**src/rtl/tmac_tx_sched.sv**
```systemverilog
`default_nettype none
// +----------------------------------------------------------------------------+
// | Module      : tmac_tx_sched                                                |
// | Description : Three-channel TMAC transmit scheduler. Arbitrates the        |
// |               per-channel frame-ready flags, times each frame from its     |
// |               latched length, enforces the inter-packet gap and pulses a   |
// |               per-channel acknowledge on completion or discard.            |
// | Options     : TMAC_SCHED_STRICT_PRI_EN - fixed priority ch0 > ch1 > ch2    |
// |               (undefined: round robin starting at rr_ptr)                  |
// | Revision    : 1.0 - initial release                                        |
// +----------------------------------------------------------------------------+
module tmac_tx_sched #(
  parameter int LEN_W  = 10,
  parameter int CH_NUM = 3
) (
  input  logic              clk125m,
  input  logic              rst,
  input  logic [CH_NUM-1:0] pkt_com,
  input  logic [CH_NUM-1:0] rdi_en,
  input  logic [LEN_W-1:0]  tpkt_length0,
  input  logic [LEN_W-1:0]  tpkt_length1,
  input  logic [LEN_W-1:0]  tpkt_length2,
  input  logic [3:0]        ipg_th,
  output logic [CH_NUM-1:0] grant,
  output logic              tx_en,
  output logic              tx_sop,
  output logic              tx_eop,
  output logic [LEN_W-1:0]  tx_cnt,
  output logic [CH_NUM-1:0] pkt_ack,
  output logic              busy
);

  localparam logic [1:0]       S_IDLE    = 2'd0;
  localparam logic [1:0]       S_SEND    = 2'd1;
  localparam logic [1:0]       S_IPG     = 2'd2;
  localparam logic [LEN_W-1:0] c_LEN_ONE = {{(LEN_W-1){1'b0}}, 1'b1};
  localparam logic [CH_NUM-1:0] c_CH_ONE = {{(CH_NUM-1){1'b0}}, 1'b1};

  logic [1:0]        r_state, w_state_nxt;
  logic [1:0]        r_win;
  logic [LEN_W-1:0]  r_len_q;
  logic [3:0]        r_ipg_cnt;
  logic [CH_NUM-1:0] r_grant, r_pkt_ack;
  logic              r_tx_en, r_tx_sop, r_tx_eop, r_busy;
  logic [LEN_W-1:0]  r_tx_cnt;

  logic [CH_NUM-1:0] w_elig;
  logic              w_found;
  logic [1:0]        w_win;
  logic [LEN_W-1:0]  w_len_sel;
  logic [3:0]        w_ipg_g;
  logic              w_grant_now;
  logic [1:0]        w_win_nxt;
  logic [LEN_W-1:0]  w_len_nxt;
  logic [CH_NUM-1:0] w_grant_nxt, w_pkt_ack_nxt;
  logic              w_tx_en_nxt, w_tx_sop_nxt, w_tx_eop_nxt, w_busy_nxt;
  logic [LEN_W-1:0]  w_tx_cnt_nxt;

  assign w_elig      = pkt_com & rdi_en;
  assign w_found     = |w_elig;
  // An ipg_th of 0 still yields one gap cycle.
  assign w_ipg_g     = (ipg_th == 4'd0) ? 4'd1 : ipg_th;
  assign w_grant_now = (r_state == S_IDLE) && w_found;

`ifdef TMAC_SCHED_STRICT_PRI_EN
  // Fixed priority winner: lowest channel index wins.
  always_comb begin
    w_win = 2'd0;
    if (w_elig[0])      w_win = 2'd0;
    else if (w_elig[1]) w_win = 2'd1;
    else if (w_elig[2]) w_win = 2'd2;
  end
`else
  logic [1:0] r_rr_ptr;

  // Round-robin winner: search starts at rr_ptr and wraps 0->1->2->0.
  always_comb begin
    w_win = 2'd0;
    case (r_rr_ptr)
      2'd1: begin
        if (w_elig[1])      w_win = 2'd1;
        else if (w_elig[2]) w_win = 2'd2;
        else if (w_elig[0]) w_win = 2'd0;
      end
      2'd2: begin
        if (w_elig[2])      w_win = 2'd2;
        else if (w_elig[0]) w_win = 2'd0;
        else if (w_elig[1]) w_win = 2'd1;
      end
      default: begin
        if (w_elig[0])      w_win = 2'd0;
        else if (w_elig[1]) w_win = 2'd1;
        else if (w_elig[2]) w_win = 2'd2;
      end
    endcase
  end

  // Pointer moves past the winner on every grant or zero-length discard.
  always_ff @(posedge clk125m) begin
    if (rst)              r_rr_ptr <= 2'd0;
    else if (w_grant_now) r_rr_ptr <= (w_win == 2'd2) ? 2'd0 : w_win + 2'd1;
  end
`endif

  // Length of the candidate winner, sampled only at grant time.
  always_comb begin
    case (w_win)
      2'd1:    w_len_sel = tpkt_length1;
      2'd2:    w_len_sel = tpkt_length2;
      default: w_len_sel = tpkt_length0;
    endcase
  end

  // State register.
  always_ff @(posedge clk125m) begin
    if (rst) r_state <= S_IDLE;
    else     r_state <= w_state_nxt;
  end

  // Next-state logic; a zero-length frame skips SEND and goes straight to IPG.
  always_comb begin
    w_state_nxt = r_state;
    case (r_state)
      S_IDLE: if (w_found) w_state_nxt = (w_len_sel == '0) ? S_IPG : S_SEND;
      S_SEND: if (r_tx_cnt == r_len_q - c_LEN_ONE) w_state_nxt = S_IPG;
      S_IPG:  if (r_ipg_cnt <= 4'd1) w_state_nxt = S_IDLE;
      default: w_state_nxt = S_IDLE;
    endcase
  end

  // Next output values, computed from the next state so every output is registered.
  always_comb begin
    w_win_nxt     = w_grant_now ? w_win : r_win;
    w_len_nxt     = w_grant_now ? w_len_sel : r_len_q;
    w_tx_en_nxt   = (w_state_nxt == S_SEND);
    w_tx_sop_nxt  = w_grant_now && (w_state_nxt == S_SEND);
    w_tx_cnt_nxt  = '0;
    if (r_state == S_SEND && w_state_nxt == S_SEND) w_tx_cnt_nxt = r_tx_cnt + c_LEN_ONE;
    w_tx_eop_nxt  = w_tx_en_nxt && (w_tx_cnt_nxt == w_len_nxt - c_LEN_ONE);
    w_grant_nxt   = w_tx_en_nxt ? (c_CH_ONE << w_win_nxt) : '0;
    w_pkt_ack_nxt = '0;
    if (r_state != S_IPG && w_state_nxt == S_IPG) w_pkt_ack_nxt = c_CH_ONE << w_win_nxt;
    w_busy_nxt    = (w_state_nxt != S_IDLE);
  end

  // Frame context, gap counter and output registers.
  always_ff @(posedge clk125m) begin
    if (rst) begin
      r_win     <= 2'd0;
      r_len_q   <= '0;
      r_ipg_cnt <= 4'd0;
      r_grant   <= '0;
      r_tx_en   <= 1'b0;
      r_tx_sop  <= 1'b0;
      r_tx_eop  <= 1'b0;
      r_tx_cnt  <= '0;
      r_pkt_ack <= '0;
      r_busy    <= 1'b0;
    end else begin
      r_win   <= w_win_nxt;
      r_len_q <= w_len_nxt;
      if (r_state != S_IPG && w_state_nxt == S_IPG) r_ipg_cnt <= w_ipg_g;
      else if (r_state == S_IPG)                    r_ipg_cnt <= r_ipg_cnt - 4'd1;
      r_grant   <= w_grant_nxt;
      r_tx_en   <= w_tx_en_nxt;
      r_tx_sop  <= w_tx_sop_nxt;
      r_tx_eop  <= w_tx_eop_nxt;
      r_tx_cnt  <= w_tx_cnt_nxt;
      r_pkt_ack <= w_pkt_ack_nxt;
      r_busy    <= w_busy_nxt;
    end
  end

  assign grant   = r_grant;
  assign tx_en   = r_tx_en;
  assign tx_sop  = r_tx_sop;
  assign tx_eop  = r_tx_eop;
  assign tx_cnt  = r_tx_cnt;
  assign pkt_ack = r_pkt_ack;
  assign busy    = r_busy;

endmodule
`default_nettype wire
```
**config.mk**
```make
export PLATFORM = sky130hd
export DESIGN_NAME = tmac_tx_sched
export DESIGN_NICKNAME = d
export VERILOG_FILES = /design/src/rtl/tmac_tx_sched.sv
export SDC_FILE = /design/constraint.sdc
export NUM_CORES = 1
export LEC_CHECK = 0
export BUFFER_PORTS_ARGS = -buffer_cell sky130_fd_sc_hd__buf_2
export CORE_ASPECT_RATIO = 1.25
export CORE_MARGIN = 1
export CORE_UTILIZATION = 32
export CTS_CLUSTER_SIZE = 24
export DETAILED_ROUTE_END_ITERATION = 12
export GPL_TIMING_DRIVEN = 0
export PLACE_DENSITY = 0.53
export SYNTH_ARGS = -nofsm -noshare
export SYNTH_HDL_FRONTEND = slang
export SYNTH_SLANG_ARGS = --single-unit
export TNS_END_PERCENT = 50
```
**constraint.sdc**
```tcl
create_clock -name clk125m -period 11.18 [get_ports clk125m]
set_input_delay 1.677 -clock clk125m [delete_from_list [all_inputs] [get_ports clk125m]]
set_output_delay 1.677 -clock clk125m [all_outputs]
set_load 0.01 [all_outputs]
```
After elaboration in Yosys (flattened, before gate mapping):

Index checks and enable logic that the tools add are counted.
Widths: inputs -> output; s select.

* latch bits: 0
* logic and storage cells: 66
* ROM bits: 0
* memories kept: 0
* input port bits: 42
* memory bits (writable): 0
* output and inout port bits: 20
* bits in registers: 40

* shift operators: 1
* $add $sub $neg: 5
* reduce and logical (&&, ||, !) cells: 13
* magnitude comparators: 1
* muxes and demuxes: 20
* bitwise logic cells: 3
* $mul: 0
* divide/modulo/power cells: 0
* eq/ne operators: 11

Operators with widths (number)
* $eq 10x10->1: 2
* $mux 10: 2
* $mux 2: 10
* $pmux 10 s2: 1
* $sub 10x1->10 const B: 2
* $mux 4: 3
* $add 10x1->10 const B: 1
* $logic_not 10->1: 1
* $eq 2x1->1 const B: 4
* $eq 2x2->1 const B: 4
* $pmux 2 s3: 1
* $logic_and 1x1->1: 5
* $le 4x1->1 const B: 1
* $logic_not 4->1: 1
* $pmux 2 s2: 1
* $reduce_bool 2->1: 2
* $reduce_or 2->1: 2
* $sub 4x1->4 const B: 1
* $and 3x3->3: 1
* $reduce_or 3->1: 1
* $shl 1x2->3 const A: 1
* $add 2x1->2 const B: 1
* $logic_not 2->1: 1
* $mux 1: 2
* 2 further kinds: 3

Logic depth before layout (Yosys ltp):

* word-level depth: 16
* mapped depth: 22
* mapped depth without buffers: 21

Least setup slack after synthesis:

No wires, ideal clock.

* path type: input to register
* start: input pkt_com[2]
* end: register r_tx_eop, in the netlist tx_eop
* setup time: 100 ps
* arrival: 5190 ps
* required time: 11080 ps
* setup slack: 5891 ps
* stages: 21
* path buffers: 2
* cells stage by stage: nand2_1 a21oi_1 a21oi_1 a21oi_1 nor2_1 inv_1 ha_1 clkbuf_1 buf_6 mux2i_1 nor2_1 a21oi_1 ha_1 o211a_1 a41oi_4 xor2_2 xnor2_1 or4_1 nand3_1 nand4_2 a2111oi_4

* cells in the longest elaborated chain, start to end: 16
* elaborated cells between the ends (all ways): 22
* those cells by class: 1 x add/sub; 4 x eq/ne; 11 x mux; 1 x bitwise; 5 x reduce/logical

Ends and longest elaborated chain
* start, declared: RTL line 18 `input logic [CH_NUM-1:0] pkt_com,`
* $and 3x3->3 (*): RTL line 59 `assign w_elig = pkt_com & rdi_en;`
* $mux 2: RTL line 82 `else if (w_elig[2]) w_win = 2'd2;`
* $mux 2: RTL line 81 `if (w_elig[1]) w_win = 2'd1;`
* $mux 2: RTL line 91 `if (w_elig[0]) w_win = 2'd0;`
* $pmux 2 s2: RTL line 79 `case (r_rr_ptr)`
* $eq 2x2->1 / $eq 2x1->1 (equally long branches): RTL line 107 `case (w_win)`
* $pmux 10 s2: RTL line 107
* $logic_not 10->1: RTL line 124 `S_IDLE: if (w_found) w_state_nxt = (w_len_sel == '0) ? S_IPG : S_SEND;`
* $mux 2 (2 in a row): RTL line 124
* $pmux 2 s3: RTL line 123 `case (r_state)`
* $eq 2x1->1: RTL line 135, 138
* $logic_and 1x1->1: RTL line 138 `if (r_state == S_SEND && w_state_nxt == S_SEND) w_tx_cnt_nxt = r_tx_cnt + c_LEN_ONE;`
* $mux 10: RTL line 138
* $eq 10x10->1: RTL line 139 `w_tx_eop_nxt = w_tx_en_nxt && (w_tx_cnt_nxt == w_len_nxt - c_LEN_ONE);`
* $logic_and 1x1->1 (*): RTL line 139
* end signal, assigned: RTL line 167 `r_tx_eop <= w_tx_eop_nxt;`
* end, declared: RTL line 44 `logic r_tx_en, r_tx_sop, r_tx_eop, r_busy;`

Mark *: on every way between the ends. The rest lies on a longest branch, timed or not.
A chain may end at the register's enable or synchronous reset.

Worst setup path in the final report:

Ends and elaborated chain as after synthesis.

==> results_dict.tcl <==
set metrics [dict create \
    yosysWarnings 0 \
    synthArstFlopShare_pct 0 \
    cts_buffer_depth 2 \
    drive_above_1_share_pct 22.5 \
    synthTopCellsByCount "nor2_1 (51), dfxtp_1 (40), a21oi_1 (28), nand2_1 (17), xor2_1 (17)" \
    netlist.area_leader.share_pct 27.5 \
    timing.final.crit_share_pct 52.2 \
    drc 0 \
    syn_inst 355 \
    setup_viol 0 \
    portBuffers 60 \
    start_util_pct 33.3 \
    cp_cell_sequence "buf_2, nand2_1, a21oi_1, a21oi_1, a21oi_1, nor2_1, inv_1, ha_1, clkbuf_1, mux2i_1, nor2_1, a21oi_1, ha_1, o211a_1, a41oi_4, xor2_2, inv_1, or4b_1, nand3_1, nand4_2, a2111oi_4" \
    seq_area_frac_synth_pct 27.5 \
    cp-end-kind "register" \
    setup_tns_ns 0 \
    critPathRequiredTime_ns 11.39 \
    num_rows 38 \
    grt_pass1_wl_mm 12.0 \
    synth-seq-cells 40 \
    drtAntennaViolNets 0 \
    routabilityCongestion 0.816 \
    routed_wl_mm 7.41 \
    synth_edf_count 0 \
    grt.total_usage_pct 16.4 \
    cp_max_fo 10 \
    fmax_mhz 171 \
    rsz0062_at_grt "no" \
    cts_tree "built" \
    relSlewSlack_pct 7.47 \
    power.density_nw_per_um2 130 \
    start_kind "input pin" \
    wl_per_cell_um 13.6 \
    dp_hpwl_mm 5.88 \
    synth_area_leaders "dfxtp_1 (28%), nor2_1 (6.6%), xor2_1 (5.1%)" \
    final_nets 475 \
    synth.cell_area_um2 2910 \
    fp.dieH_um 109 \
    clockRootBuffer "clkbuf_8" \
    synth_cell_types 73 \
    cts_buffers 5 \
    dr_total_vias 2704 \
    synth_top_flop_cell "dfxtp_1" \
    hold_buffers 0 \
    maxCapViolations 0 \
    irDropWorstVdd_v 0.0000511 \
    die-area_um2 9480 \
    drt_first_pass_iters 4 \
    tightest_slew_ns 1.39 \
    syn_area_per_cell_um2 8.20 \
    yosysTopAreaCell "dfxtp_1" \
    viasPerCell 4.98 \
    outcome "finished clean" \
    yosysMostFrequentCell "nor2_1" \
    cts_sinks 40 \
    cts_resized 0 \
    slowest_stage "mux2i_1" \
    grt_overflow_total 0 \
    cpMostUsedCell "a21oi_1" \
    antenna_found_initial 0 \
    max_stage_delay_ns 0.54 \
    path_clk_slew_ns 0.08 \
    core_area_um2 8750 \
    clk_latency_ns 0.30 \
    antenna_cells 0 \
    num_io_pins 62 \
    grt_max_degree 14 \
    grt_pass1_vias 2591 \
    crit_arrival_ns 6.04 \
    die_x_um 87.3 \
    slew_violations 0 \
    drtIter0Drc 122 \
    area_growth_pct 18.8 \
    fin_util_pct 39.5 \
    hold_violations 0 \
    period_needed_ns 5.84 \
    power_leakage_uw 0.00145 \
    cts_setup_buffers 0 \
    syn-num-nets 408 \
    crit_type "input pin to register" \
    finalClockSkew_ns 0.00600 \
    hold_path.class "register to register" \
    htreeDepth 2 \
]
==> placed cells by master, fill, tap and decap left out, types with 6 or more instances in the layout <==
| master | instances |
|---|---|
| a21oi_1 | 28 |
| mux2i_1 | 11 |
| nand3_1 | 15 |
| nand2_1 | 17 |
| xnor2_1 | 12 |
| ha_1 | 11 |
| clkbuf_1 | 10 |
| o21ai_0 | 8 |
| clkbuf_8 | 6 |
| buf_2 | 62 |
| dfxtp_1 | 40 |
| nor3_1 | 9 |
| xor2_1 | 17 |
| nor2_1 | 51 |
| inv_1 | 15 |
| a22o_1 | 6 |
==> sequential cells by signal (all words and copies together), names as in the netlist <==
| name | cells |
|---|---|
| tx_eop | 1 |
| tx_cnt | 10 |
| r_len_q | 10 |
| grant | 3 |
| r_win | 2 |
| pkt_ack | 3 |
| r_state | 2 |
| r_ipg_cnt | 4 |
| tx_sop | 1 |
| r_rr_ptr | 2 |
| busy | 1 |
| tx_en | 1 |
==> path summary, 6_finish.rpt <==
check	from	end	slack (ns)	cells past startpoint
setup / recovery	pkt_com[2]	tx_eop$_SDFF_PP0_	5.34	21
hold / removal	r_rr_ptr[1]$_SDFFE_PP0P_	r_rr_ptr[1]$_SDFFE_PP0P_	0.47	2
setup reg to reg	r_rr_ptr[0]$_SDFFE_PP0P_	tx_eop$_SDFF_PP0_	6.17	21
hold reg to reg	r_rr_ptr[1]$_SDFFE_PP0P_	r_rr_ptr[1]$_SDFFE_PP0P_	0.47	2
==> kinds of logic (layout without fill, tap and decap cells) <==
| logic type | after synthesis | in the layout | synth area share (%) |
|---|---|---|---|
| flip-flops | 40 | 40 | 27.5 |
| XOR/XNOR | 31 | 31 | 10.1 |
| AO/OA/AOI/OAI | 87 | 87 | 22.4 |
| multiplexers | 12 | 12 | 4.26 |
| adder cells (fa/ha/maj) | 11 | 11 | 4.73 |
| buffers and inverters | 34 | 102 | 5.93 |
| AND/OR/NAND/NOR | 140 | 140 | 25.1 |
==> worst max-delay path: cells and delay by family <==
kind	cells	cell delay [ns]
and+or+nand+nor	6	1.12
AOI/OAI and AO/OA	7	1.08
buffers and inverters	4	0.71
adders and majority gates	2	0.67
muxes	1	0.54
xor gates and xnor gates	1	0.23
==> metrics by stage <==
| stage | power [uW] | instances | worst slack [ns] | instance area, um2 | hold WS (ns) |
|---|---|---|---|---|---|
| after floorplan | 305 | 355 | 5.89 | 2910 | 0.453 |
| after global placement | 348 | 535 | 4.97 | 3360 | 0.463 |
| after detailed placement | 350 | 535 | 5.03 | 3360 | 0.466 |
| after CTS | 456 | 543 | 5.32 | 3460 | 0.478 |
| after global routing | 483 | 543 | 4.88 | 3460 | 0.504 |
| final | 450 | 543 | 5.34 | 3460 | 0.474 |
==> metal layers <==
metal / vias to the layer above / share of wire, % / global-route usage [%]
met5: - / 0 / 0
met4: 0 / 1.8 / 6.32
met3: 7 / 3.6 / 1.89
met2: 63 / 48 / 29.0
met1: 1241 / 47 / 20.1
li1: 1393 / - / -
==> area by class of cell <==
class,count,area (um2)
sequential,40,801
inverter,15,56.3
clock buffer,6,82.6
multi-input combinational,281,1940
tap,120,150
fill,966,5290
buffer,19,116
clock inverter,2,15.0
timing repair buffer,60,300
==> where the power goes <==
group	switching [uW]	total (uW)	leakage (uW)	internal, uW
Sequential	7.80	159	0.000326	151
Clock	53.5	103	0.0000434	49.9
Combinational	108	187	0.00108	79.5
No activity file was read; power rests on OpenSTA's default activity.
